--- src/rtl/cmp_branch_ctrl.sv ---
// rtl/cmp_branch_ctrl.sv - compare-and-branch controller behind the 4-bit magnitude comparator
// Optional feature macro: BRANCH_NEG_COND_EN (enables NE/LE/GE condition codes 4..6)
module cmp_branch_ctrl #(
  parameter int ADDR_W = 8
) (
  input  logic              i_clk,
  input  logic              i_rst,
  input  logic              i_cmp_valid,
  input  logic [3:0]        i_cmp_a,
  input  logic [3:0]        i_cmp_b,
  output logic              o_cmp_ready,
  output logic [3:0]        o_operand1,
  output logic [3:0]        o_operand2,
  output logic              o_cmp_enable,
  input  logic              i_less,
  input  logic              i_equal,
  input  logic              i_greater,
  input  logic              i_br_valid,
  input  logic [2:0]        i_br_cond,
  input  logic [ADDR_W-1:0] i_br_target,
  output logic              o_br_ready,
  output logic              o_br_done,
  output logic              o_br_taken,
  output logic [ADDR_W-1:0] o_br_addr,
  output logic [2:0]        o_flags,
  output logic              o_flags_valid,
  output logic              o_flag_err
);

  typedef enum logic [1:0] {
    IDLE       = 2'd0,
    CMP_DRIVE  = 2'd1,
    CMP_SAMPLE = 2'd2,
    BR_EVAL    = 2'd3
  } state_t;

  state_t              state_q, state_d;
  // A request is accepted into a one-cycle launch slot before the FSM leaves IDLE,
  // so the operand/branch registers are stable before the comparator is enabled.
  logic                cmp_go_q, cmp_go_d;
  logic                br_go_q, br_go_d;
  logic                ready_q, ready_d;
  logic [3:0]          op1_q, op1_d;
  logic [3:0]          op2_q, op2_d;
  logic                enable_q, enable_d;
  logic [2:0]          cond_q, cond_d;
  logic [ADDR_W-1:0]   target_q, target_d;
  logic [2:0]          flags_q, flags_d;
  logic                fvalid_q, fvalid_d;
  logic                err_q, err_d;
  logic                done_q, done_d;
  logic                taken_q, taken_d;
  logic [ADDR_W-1:0]   addr_q, addr_d;

  logic [2:0]          sample_flags;
  logic                sample_onehot;
  logic                cond_hit;

  assign sample_flags  = {i_greater, i_equal, i_less};
  assign sample_onehot = (sample_flags == 3'b001) || (sample_flags == 3'b010) ||
                         (sample_flags == 3'b100);

  // Resolve the latched condition code against the status register
  always_comb begin
    cond_hit = 1'b0;
    case (cond_q)
      3'd0: cond_hit = 1'b1;
      3'd1: cond_hit = fvalid_q & flags_q[0];
      3'd2: cond_hit = fvalid_q & flags_q[1];
      3'd3: cond_hit = fvalid_q & flags_q[2];
`ifdef BRANCH_NEG_COND_EN
      3'd4: cond_hit = fvalid_q & ~flags_q[1];
      3'd5: cond_hit = fvalid_q & (flags_q[0] | flags_q[1]);
      3'd6: cond_hit = fvalid_q & (flags_q[2] | flags_q[1]);
`else
      3'd4, 3'd5, 3'd6: cond_hit = 1'b0;
`endif
      default: cond_hit = 1'b0;
    endcase
  end

  // Next-state and next-output computation for the controller FSM
  always_comb begin
    state_d  = state_q;
    cmp_go_d = cmp_go_q;
    br_go_d  = br_go_q;
    ready_d  = ready_q;
    op1_d    = op1_q;
    op2_d    = op2_q;
    cond_d   = cond_q;
    target_d = target_q;
    flags_d  = flags_q;
    fvalid_d = fvalid_q;
    err_d    = err_q;
    enable_d = 1'b0;
    done_d   = 1'b0;
    taken_d  = 1'b0;
    addr_d   = '0;

    case (state_q)
      IDLE: begin
        if (cmp_go_q) begin
          cmp_go_d = 1'b0;
          enable_d = 1'b1;
          state_d  = CMP_DRIVE;
        end else if (br_go_q) begin
          br_go_d  = 1'b0;
          state_d  = BR_EVAL;
        end else if (ready_q && i_cmp_valid) begin
          // Compare has priority; a simultaneous branch waits and sees the new flags
          op1_d    = i_cmp_a;
          op2_d    = i_cmp_b;
          fvalid_d = 1'b0;
          cmp_go_d = 1'b1;
          ready_d  = 1'b0;
        end else if (ready_q && i_br_valid) begin
          cond_d   = i_br_cond;
          target_d = i_br_target;
          br_go_d  = 1'b1;
          ready_d  = 1'b0;
        end
      end
      CMP_DRIVE: begin
        enable_d = 1'b1;
        state_d  = CMP_SAMPLE;
      end
      CMP_SAMPLE: begin
        flags_d  = sample_flags;
        fvalid_d = 1'b1;
        if (!sample_onehot) begin
          err_d = 1'b1;
        end
        ready_d  = 1'b1;
        state_d  = IDLE;
      end
      BR_EVAL: begin
        done_d   = 1'b1;
        taken_d  = cond_hit;
        addr_d   = cond_hit ? target_q : '0;
        ready_d  = 1'b1;
        state_d  = IDLE;
      end
      default: begin
        ready_d  = 1'b1;
        state_d  = IDLE;
      end
    endcase
  end

  // State and registered outputs, synchronous active-high reset
  always_ff @(posedge i_clk) begin
    if (i_rst) begin
      state_q  <= IDLE;
      cmp_go_q <= 1'b0;
      br_go_q  <= 1'b0;
      ready_q  <= 1'b1;
      op1_q    <= '0;
      op2_q    <= '0;
      enable_q <= 1'b0;
      cond_q   <= '0;
      target_q <= '0;
      flags_q  <= '0;
      fvalid_q <= 1'b0;
      err_q    <= 1'b0;
      done_q   <= 1'b0;
      taken_q  <= 1'b0;
      addr_q   <= '0;
    end else begin
      state_q  <= state_d;
      cmp_go_q <= cmp_go_d;
      br_go_q  <= br_go_d;
      ready_q  <= ready_d;
      op1_q    <= op1_d;
      op2_q    <= op2_d;
      enable_q <= enable_d;
      cond_q   <= cond_d;
      target_q <= target_d;
      flags_q  <= flags_d;
      fvalid_q <= fvalid_d;
      err_q    <= err_d;
      done_q   <= done_d;
      taken_q  <= taken_d;
      addr_q   <= addr_d;
    end
  end

  assign o_cmp_ready   = ready_q;
  assign o_br_ready    = ready_q;
  assign o_operand1    = op1_q;
  assign o_operand2    = op2_q;
  assign o_cmp_enable  = enable_q;
  assign o_br_done     = done_q;
  assign o_br_taken    = taken_q;
  assign o_br_addr     = addr_q;
  assign o_flags       = flags_q;
  assign o_flags_valid = fvalid_q;
  assign o_flag_err    = err_q;

endmodule
--- config.mk ---
export PLATFORM = sky130hd
export DESIGN_NAME = cmp_branch_ctrl
export DESIGN_NICKNAME = d
export VERILOG_FILES = /design/src/rtl/cmp_branch_ctrl.sv
export SDC_FILE = /design/constraint.sdc
export NUM_CORES = 1
export LEC_CHECK = 0
export ABC_AREA = 0
export CORE_AREA = 2 2 57 72
export CTS_CLUSTER_DIAMETER = 120
export DETAILED_ROUTE_END_ITERATION = 10
export DIE_AREA = 0 0 59 74
export PLACE_DENSITY = 0.85
export SYNTH_ARGS = -nofsm -noshare
export SYNTH_HDL_FRONTEND = slang
export SYNTH_SLANG_ARGS = --single-unit
--- constraint.sdc ---
create_clock -name i_clk -period 1.75 [get_ports i_clk]
set_input_delay 0.35 -clock i_clk [delete_from_list [all_inputs] [get_ports i_clk]]
set_output_delay 0.35 -clock i_clk [all_outputs]
set_load 0.01 [all_outputs]
==> results.cfg <==
[worst_setup_path]
r2r_start = state_q[0]
crit_cells = 1
cp_max_fo = 5
rrSetupSlack_ps = 250
critical-path-top-delay-family = buffers and inverters
max_stage_delay_ps = 580
worst-path-buf-inv = 1
end_kind = primary output
cp_cell_sequence = clkdlybuf4s50_1
path_class = reg -> out
reg2reg_depth = 4
cp.required_ps = 1400
critPathLaunch = o_flags_valid
slowest_stage = clkdlybuf4s50_1
arrival_ps = 1260
worstSetupStartpointType = flip-flop
rr_endpoint = o_operand1[3]

[power]
p_per_area_mw_per_mm2 = 964
ir_worst_vdd_v = 0.000606
p_leak_nw = 0.827

[clocking]
cts.sinks = 40
cts_tree = yes
h-tree-depth = 2
cts_setup_buffers = 0
cts_root_buf = clkbuf_8
clk_path_buf_depth = 2
clk_pin_slew_worst_paths_ps = 70
cts_inserted_buffers = 5
cts_hold_buf = 0
clk_latency_ps = 290
cts_resized = 0

[global_routing]
grt_max_degree = 42
grt_pass1_vias = 1089
grt_pass1_wl_mm = 4.85
track_usage_pct = 15.1
grt_overflow = 0
antenna_found_initial = 0

[final_layout]
layout.cells.non_filler = 253
final_cell_mix = clkdlybuf4s50_1, nand2_1, dfxtp_1, mux2i_1, nor2_1
drive_gt1_share_pct = 9.39
syn_to_final_growth_pct = 44.7
final_common_cell = clkdlybuf4s50_1
finalNetCount = 238
fillerInstances = 311
n_antenna_cell = 0

[die]
core_sq_mm = 0.00369
start_util_pct = 41.9
die_area_sq_mm = 0.00437
num_io_pins = 52
fp.dieW_microns = 59
rows = 25
die_h_microns = 74

[hold_path]
holdCritPathClass = reg -> reg
hold_start = target_q[3]
hold_end = target_q[3]
hold_depth = 2

[route]
drc_errors = 0
via_per_inst = 4.84
drt-total-wl_mm = 3.00
dr.pass1.iters = 4
routedWlPerCell_microns = 11.9
vias = 1225
final_antenna_net_count = 0
first_iter_violations = 12

[synthesis]
synthesis.area_per_instance_sq_um = 9.73
synth-seq-cells = 40
mappedNetlistNets = 185
ys_seq_area_share_pct = 51.7
syn_inst = 159
yosys_warnings = 0
syn_area_sq_mm = 0.00155
synthDistinctLibCells = 30

[place]
placed_cells = 245
place_congestion = 0.733
place_hpwl_mm = 2.12
numPortBuffers = 51

[timing]
hold_viol_final = 0
relSlewSlack_pct = 73.3
finClkSkew_ps = 5.20
max_freq_mhz = 622
post-route-period-util_pct = 91.8
finalSetupTns_ps = 0
setup_violations = 0
min_period_ps = 1610
slew_violations = 0
rsz0062_at_grt = false
max_slew.worst_pin.slew_ps = 400

[job]
max_cap_viol_count = 0

[status]
outcome = finished, final reports clean
[state kept, by name, summed over array words and instances (netlist names), 2 cells and up]
| register | flops |
|---|---|
| o_br_addr | 8 |
| target_q | 8 |
| o_operand1 | 4 |
| o_operand2 | 4 |
| cond_q | 3 |
| o_flags | 3 |
| state_q | 2 |
[logic make-up after synthesis]
logic type	Yosys count	share of synthesized area, %
flops	40	51.7
compound gates	11	4.69
xor+xnor	1	0.566
simple gates	72	24.3
buf+inv	13	4.45
mux	22	14.2
[area by class of cell]
type	instances	area, sq um	share of cell area (%)
Multi-Input combinational cell	106	678	30.3
Clock inverter	1	30.0	1.34
Tap cell	40	50.0	2.23
Inverter	3	11.3	0.503
Timing Repair Buffer	56	573	25.6
Sequential cell	40	801	35.8
Clock buffer	7	96.3	4.30
[synthesized netlist by cell type]
cell type / n / area share, %
a21boi_1: 1 / 0.49
a21oi_1: 2 / 0.65
and2b_2: 1 / 0.57
buf_2: 1 / 0.32
buf_4: 1 / 0.49
buf_6: 2 / 1.5
clkbuf_1: 6 / 1.5
dfxtp_1: 40 / 52
inv_1: 3 / 0.73
mux2i_1: 22 / 14
nand2_1: 42 / 10
nand3b_1: 1 / 0.49
nand4_1: 1 / 0.40
nor2_1: 10 / 2.4
nor2_2: 1 / 0.40
nor3_1: 2 / 0.65
nor3_2: 1 / 0.65
nor3_4: 1 / 1.1
nor4_1: 1 / 0.40
nor4bb_1: 8 / 5.2
o2111ai_1: 1 / 0.57
o21a_1: 1 / 0.49
o21ai_0: 2 / 0.65
o21ai_1: 2 / 0.65
o221a_2: 1 / 0.73
o31ai_1: 1 / 0.49
or3_4: 1 / 0.73
or3b_2: 1 / 0.57
or4b_1: 1 / 0.65
xnor2_1: 1 / 0.57
[where the power goes]
| group | switching [mW] | leakage, nW | internal [mW] |
|---|---|---|---|
| registers | 0.0457 | 0.325 | 0.966 |
| clock network | 0.297 | 0.0645 | 0.503 |
| logic | 0.143 | 0.438 | 0.204 |
[layer usage]
layer	part of all wire [%]	GRT usage, %	wire, microns
met1	41	15.8	1240
met2	51	25.3	1520
met3	5.5	6.61	165
met4	2.4	8.33	72
met5	0	0	0
[stage by stage]
step                total power, mW  util (%)  hold WS (ps)  cell area [sq um]  setup slack (ps)
detailed placement             1.38      57.3           443               2110              1.85
floorplan                      1.22         -           430               1550               415
global route                   2.25      60.7           470               2240              72.0
CTS                            2.19      60.7           456               2240               124
global placement               1.37      57.3           437               2110              62.4
finish                         2.16      60.7           454               2240               143
[worst register-to-register path: cells and delay by family, from the launching register on]
kind                   cells  cell delay [ps]
and+or+nand+nor            2              610
buffers and inverters      1              230
DFF                        1              380
muxes                      1              200
[worst max path at each step]
stage                          endpoint  slack [ps]
after floorplan           o_operand1[0]         420
after global placement          br_go_q          60
after detailed placement        br_go_q           2
after CTS                 o_flags_valid         120
after global routing      o_flags_valid          70
final                     o_flags_valid         140
Note: power is estimated with default switching activity, not from simulation.
